File: config.mk
export PLATFORM = sky130hd
export DESIGN_NAME = id_exe_reg
export DESIGN_NICKNAME = d
export VERILOG_FILES = /design/src/rtl/id_exe_reg_pkg.sv /design/src/rtl/id_exe_reg_field.sv /design/src/rtl/id_exe_reg.sv
export SDC_FILE = /design/constraint.sdc
export NUM_CORES = 1
export LEC_CHECK = 0
export ABC_CLOCK_PERIOD_IN_PS = 3400
export CAP_MARGIN = 20
export CORE_MARGIN = 3
export CORE_UTILIZATION = 44
export CTS_BUF_LIST = sky130_fd_sc_hd__clkbuf_8
export DETAILED_ROUTE_END_ITERATION = 10
export GPL_TIMING_DRIVEN = 0
export HOLD_SLACK_MARGIN = 0.15
export PLACE_DENSITY_LB_ADDON = 0.15
export SYNTH_ARGS = -nofsm -noshare
export SYNTH_HDL_FRONTEND = slang
export SYNTH_SLANG_ARGS = --single-unit
File: constraint.sdc
create_clock -name clk -period 3.4 [get_ports clk]
set_clock_uncertainty 0.1 [all_clocks]
set_input_delay 0.68 -clock clk [delete_from_list [all_inputs] [get_ports clk]]
set_output_delay 0.68 -clock clk [all_outputs]
set_load 0.02 [all_outputs]
File: src/rtl/id_exe_reg_pkg.sv
// Shared core package: execute-command encodings, decoded control word and
// datapath width defaults used by the ID/EXE pipeline register.
package id_exe_reg_pkg;

    localparam int DATA_W_DEF = 32;
    localparam int REG_AW_DEF = 4;

    typedef enum logic [3:0] {
        EXE_NOP = 4'b0000,
        EXE_MOV = 4'b0001,
        EXE_ADD = 4'b0010,
        EXE_ADC = 4'b0011,
        EXE_SUB = 4'b0100,
        EXE_SBC = 4'b0101,
        EXE_AND = 4'b0110,
        EXE_ORR = 4'b0111,
        EXE_EOR = 4'b1000,
        EXE_MVN = 4'b1001
    } exe_cmd_e;

    typedef struct packed {
        logic     mem_r_en;
        logic     mem_w_en;
        logic     wb_en;
        logic     b;
        logic     s;
        exe_cmd_e exe_cmd;
    } ctrl_word_t;

    localparam ctrl_word_t CTRL_NOP = '{
        mem_r_en: 1'b0,
        mem_w_en: 1'b0,
        wb_en:    1'b0,
        b:        1'b0,
        s:        1'b0,
        exe_cmd:  EXE_NOP
    };

    // An invalid slot must never produce side effects downstream.
    function automatic ctrl_word_t mask_ctrl(input ctrl_word_t c, input logic v);
        return v ? c : CTRL_NOP;
    endfunction

endpackage

File: src/rtl/id_exe_reg_field.sv
// pipe_field_reg: one field group of a pipeline register with
// synchronous reset, hold and clear (priority rst > hold > clr > load).
module pipe_field_reg #(
    parameter int W = 1
) (
    input  logic         clk,
    input  logic         rst,
    input  logic         hold,
    input  logic         clr,
    input  logic [W-1:0] d,
    output logic [W-1:0] q
);

    always_ff @(posedge clk) begin
        if (rst) begin
            q <= '0;
        end else if (!hold) begin
            if (clr) begin
                q <= '0;
            end else begin
                q <= d;
            end
        end
    end

endmodule

File: src/rtl/id_exe_reg.sv
// ID/EXE pipeline register with freeze, flush, bubble and valid tagging.
// Optional macro ID_EXE_FORWARDING_EN builds the src1/src2 registers.
module id_exe_reg
    import id_exe_reg_pkg::*;
#(
    parameter int DATA_W = DATA_W_DEF,
    parameter int REG_AW = REG_AW_DEF
) (
    input  logic              clk,
    input  logic              rst,
    input  logic              freeze,
    input  logic              flush,
    input  logic              bubble,
    input  logic [DATA_W-1:0] pc_in,
    input  logic [3:0]        exe_cmd_in,
    input  logic              mem_r_en_in,
    input  logic              mem_w_en_in,
    input  logic              wb_en_in,
    input  logic              b_in,
    input  logic              s_in,
    input  logic [DATA_W-1:0] val_rn_in,
    input  logic [DATA_W-1:0] val_rm_in,
    input  logic              imm_in,
    input  logic [11:0]       shift_operand_in,
    input  logic [23:0]       signed_imm24_in,
    input  logic [REG_AW-1:0] dest_in,
    input  logic [REG_AW-1:0] src1_in,
    input  logic [REG_AW-1:0] src2_in,
    input  logic              c_in,
    output logic [DATA_W-1:0] pc_out,
    output logic [3:0]        exe_cmd_out,
    output logic              mem_r_en_out,
    output logic              mem_w_en_out,
    output logic              wb_en_out,
    output logic              b_out,
    output logic              s_out,
    output logic [DATA_W-1:0] val_rn_out,
    output logic [DATA_W-1:0] val_rm_out,
    output logic              imm_out,
    output logic [11:0]       shift_operand_out,
    output logic [23:0]       signed_imm24_out,
    output logic [REG_AW-1:0] dest_out,
    output logic [REG_AW-1:0] src1_out,
    output logic [REG_AW-1:0] src2_out,
    output logic              c_out,
    output logic              valid_out
);

    localparam int CTRL_W = $bits(ctrl_word_t);
    localparam int OPND_W = 1 + 12 + 24 + 1;

    ctrl_word_t         ctrl_d;
    ctrl_word_t         ctrl_q;
    ctrl_word_t         ctrl_masked;
    logic [CTRL_W-1:0]  ctrl_bits_q;
    logic [OPND_W-1:0]  opnd_q;
    logic               valid_q;
    logic               kill_ctrl;

    always_comb begin
        ctrl_d          = CTRL_NOP;
        ctrl_d.mem_r_en = mem_r_en_in;
        ctrl_d.mem_w_en = mem_w_en_in;
        ctrl_d.wb_en    = wb_en_in;
        ctrl_d.b        = b_in;
        ctrl_d.s        = s_in;
        ctrl_d.exe_cmd  = exe_cmd_e'(exe_cmd_in);
    end

    // Bubble kills only the control word; datapath fields still load.
    assign kill_ctrl = flush | bubble;

    always_ff @(posedge clk) begin
        if (rst) begin
            valid_q <= 1'b0;
        end else if (!freeze) begin
            valid_q <= !kill_ctrl;
        end
    end

    pipe_field_reg #(.W(CTRL_W)) u_ctrl (
        .clk  (clk),
        .rst  (rst),
        .hold (freeze),
        .clr  (kill_ctrl),
        .d    (ctrl_d),
        .q    (ctrl_bits_q)
    );

    pipe_field_reg #(.W(DATA_W)) u_pc (
        .clk  (clk),
        .rst  (rst),
        .hold (freeze),
        .clr  (flush),
        .d    (pc_in),
        .q    (pc_out)
    );

    pipe_field_reg #(.W(2 * DATA_W)) u_vals (
        .clk  (clk),
        .rst  (rst),
        .hold (freeze),
        .clr  (flush),
        .d    ({val_rn_in, val_rm_in}),
        .q    ({val_rn_out, val_rm_out})
    );

    pipe_field_reg #(.W(OPND_W)) u_opnd (
        .clk  (clk),
        .rst  (rst),
        .hold (freeze),
        .clr  (flush),
        .d    ({imm_in, shift_operand_in, signed_imm24_in, c_in}),
        .q    (opnd_q)
    );

    pipe_field_reg #(.W(REG_AW)) u_dest (
        .clk  (clk),
        .rst  (rst),
        .hold (freeze),
        .clr  (flush),
        .d    (dest_in),
        .q    (dest_out)
    );

`ifdef ID_EXE_FORWARDING_EN
    pipe_field_reg #(.W(2 * REG_AW)) u_src (
        .clk  (clk),
        .rst  (rst),
        .hold (freeze),
        .clr  (flush),
        .d    ({src1_in, src2_in}),
        .q    ({src1_out, src2_out})
    );
`else
    logic unused_src;
    assign unused_src = ^{src1_in, src2_in};
    assign src1_out   = '0;
    assign src2_out   = '0;
`endif

    assign ctrl_q      = ctrl_word_t'(ctrl_bits_q);
    assign ctrl_masked = mask_ctrl(ctrl_q, valid_q);

    assign exe_cmd_out  = ctrl_masked.exe_cmd;
    assign mem_r_en_out = ctrl_masked.mem_r_en;
    assign mem_w_en_out = ctrl_masked.mem_w_en;
    assign wb_en_out    = ctrl_masked.wb_en;
    assign b_out        = ctrl_masked.b;
    assign s_out        = ctrl_masked.s;
    assign valid_out    = valid_q;

    assign imm_out           = opnd_q[OPND_W-1];
    assign shift_operand_out = opnd_q[OPND_W-2 -: 12];
    assign signed_imm24_out  = opnd_q[24:1];
    assign c_out             = opnd_q[0];

endmodule

==> flow_summary.json <==
{
  "peakVddDrop_mv": 0.271,
  "setup_viol": 0,
  "dp.cells": 1149,
  "cp-startpoint": "valid_out",
  "area_growth_pct": 59.9,
  "synthMuxAreaShare": 0,
  "grt.overflow.total": 0,
  "place_area_mm2": 0.00918,
  "most-common-layout-cells": "296 x clkdlybuf4s50_1, 148 x nand2_1, 148 x a21oi_1, 148 x dfxtp_1, 120 x or3b_1",
  "synth_xor_area_frac": 0,
  "clkLatencyLatePin_ns": 0.45,
  "cap_viol_max_count": 0,
  "drc": 0,
  "holdBufCountCts": 0,
  "rsz0062_at_grt": "false",
  "post-cts-setup-buffers": 0,
  "cp_max_fo": 11,
  "r2r-start": "valid_out",
  "power_density_mw_per_mm2": 394,
  "fp.dieW_um": 123,
  "stdcell_area_mm2": 0.00955,
  "antenna_cells": 0,
  "port_buffers": 296,
  "clk_pin_slew_worst_paths_ns": 0.08,
  "synth_seq_cells": 148,
  "clock_sinks": 148,
  "ant_nets": 0,
  "grt_max_degree": 17,
  "setup_tns_ns": 0,
  "start_util": 0.462,
  "max_stage_delay_ns": 0.64,
  "htreeDepth": 4,
  "syn_area_mm2": 0.00598,
  "die_area_mm2": 0.0150,
  "place_hpwl_um": 14200,
  "synth_flop_cell": "dfxtp_1",
  "core_mm2": 0.0129,
  "drtIter0Drc": 281,
  "yosysSeqAreaShare": 0.496,
  "via_per_inst": 4.95,
  "cts_buffers": 17,
  "cellLeakagePower_uw": 0.00343,
  "crit_chain": "and2_1 > clkdlybuf4s50_1",
  "min_from": "u_pc.q[16]",
  "hold_path_class": "register to register",
  "gp_congestion": 0.807,
  "synth_fa_ha_area_frac": 0,
  "critPathRequiredTime_ns": 2.62,
  "cpMaxStageDelayCell": "clkdlybuf4s50_1",
  "slew_headroom": 0.604,
  "ios": 316,
  "cp-start-kind": "register",
  "max_freq_mhz": 387,
  "grt_pass1_vias": 5652,
  "grt_pass1_wl_um": 29600,
  "worstSetupPathType": "register to primary output",
  "antenna_found_initial": 0,
  "cp-end-kind": "primary output",
  "synthArstFlopShare": 0,
  "synth-compound-area-share": 0.124,
  "ys_types": 14,
  "synth_edf_count": 0,
  "hold_viol_final": 0,
  "die_height_um": 123,
  "finalWorstSetupSlack_ns": 0.815,
  "avgSynthCellArea_um2": 8.87,
  "ys_warn_count": 0,
  "drive_gt1_frac": 0.0814,
  "arrival_ns": 1.81,
  "routed_wirelength_um": 19300,
  "final_nets": 1156,
  "fin_crit_sh": 0.760,
  "status": "completed",
  "synthCells": 674,
  "ctsLongestPathBuffers": 2,
  "synth_top_family_by_area": "simple AND/OR/NAND/NOR gates",
  "mostFrequentLayoutCell": "clkdlybuf4s50_1",
  "power_uw": 3770,
  "cts_resized": 0,
  "gr-usage-all-layers": 0.253,
  "period_needed_ns": 2.59,
  "num_vias": 5832,
  "synthSimpleGateAreaFrac": 0.321,
  "rows": 41,
  "cts_tree": "done",
  "cts-root-buf": "clkbuf_8",
  "wire_per_inst_um": 16.3,
  "dp_worst_setup_slack_ns": 1.28,
  "worst_pin_slew_ns": 0.594,
  "finalNonFillerCells": 1179,
  "drt_first_pass_iters": 4,
  "slew_viol_final": 0
}
## flip-flops by register name (all words and copies together) (netlist names)
| name | count |
|---|---|
| u_vals.q | 64 |
| u_pc.q | 32 |
| u_ctrl.q | 9 |
| u_dest.q | 4 |
| valid_out | 1 |
| u_opnd.q | 38 |
## Yosys cell counts (2+ instances only)
library cell | n | area [um2]
a21oi_1 | 148 | 741
and2_1 | 9 | 56.3
buf_6 | 2 | 22.5
nand2_1 | 148 | 556
or3b_1 | 120 | 1050
dfxtp_1 | 148 | 2960
or4b_1 | 9 | 90.1
or3b_2 | 18 | 158
clkbuf_1 | 35 | 131
buf_4 | 9 | 67.6
buf_2 | 18 | 90.1
clkbuf_2 | 8 | 40.0
## cells by family (layout without fill, tap and decap cells)
family	count (synthesis)	after routing
AND/OR/NAND/NOR	305	305
AO/OA/AOI/OAI	148	148
flip-flops	148	148
buffers and inverters	72	398
other	1	8
## routing by layer
layer | track usage | routed length, um | vias up
met4 | 0.104 | 585 | 0
li1 | - | - | 2942
met1 | 0.290 | 7620 | 2627
met5 | 0 | 0 | -
met3 | 0.0917 | 1810 | 37
met2 | 0.428 | 9240 | 226
## final cells by class
| cell class | count | area [um2] |
|---|---|---|
| clock buffers | 23 | 317 |
| fillers | 1009 | 3370 |
| repair buffers | 296 | 2960 |
| flip-flops and latches | 148 | 2960 |
| plain buffers | 72 | 352 |
| clock inverters | 7 | 56.3 |
| multi-input cells | 461 | 2690 |
| well taps | 172 | 215 |
## power breakdown
group	internal, uW	leakage [uW]	switching, uW
combinational	352	0.00201	283
clock	677	0.000207	625
sequential	1800	0.00121	33.8
total	2830	0.00343	941
## per-stage QoR
stage	hold slack [ns]	utilization
3_3_place_gp	0.341	0.710
3_5_place_dp	0.351	0.710
4_1_cts	0.362	0.739
2_1_floorplan	0.339	-
5_1_grt	0.379	0.739
6_report	0.359	0.739
## worst max-delay path, delay by kind of cell (launching register included)
kind                   cells  cell delay [ns]
and+or+nand+nor            1             0.19
buffers and inverters      1             0.64
DFF                        1             0.52
## path summary, 6_finish.rpt
| kind | end | cells past startpoint | slack [ns] |
|---|---|---|---|
| max | s_out | 2 | 0.81 |
| min | u_pc.q[16] | 2 | 0.36 |
| max reg2reg | valid_out | 2 | 2.47 |
| min reg2reg | u_pc.q[16] | 2 | 0.36 |
(Power assumes the default switching activity.)
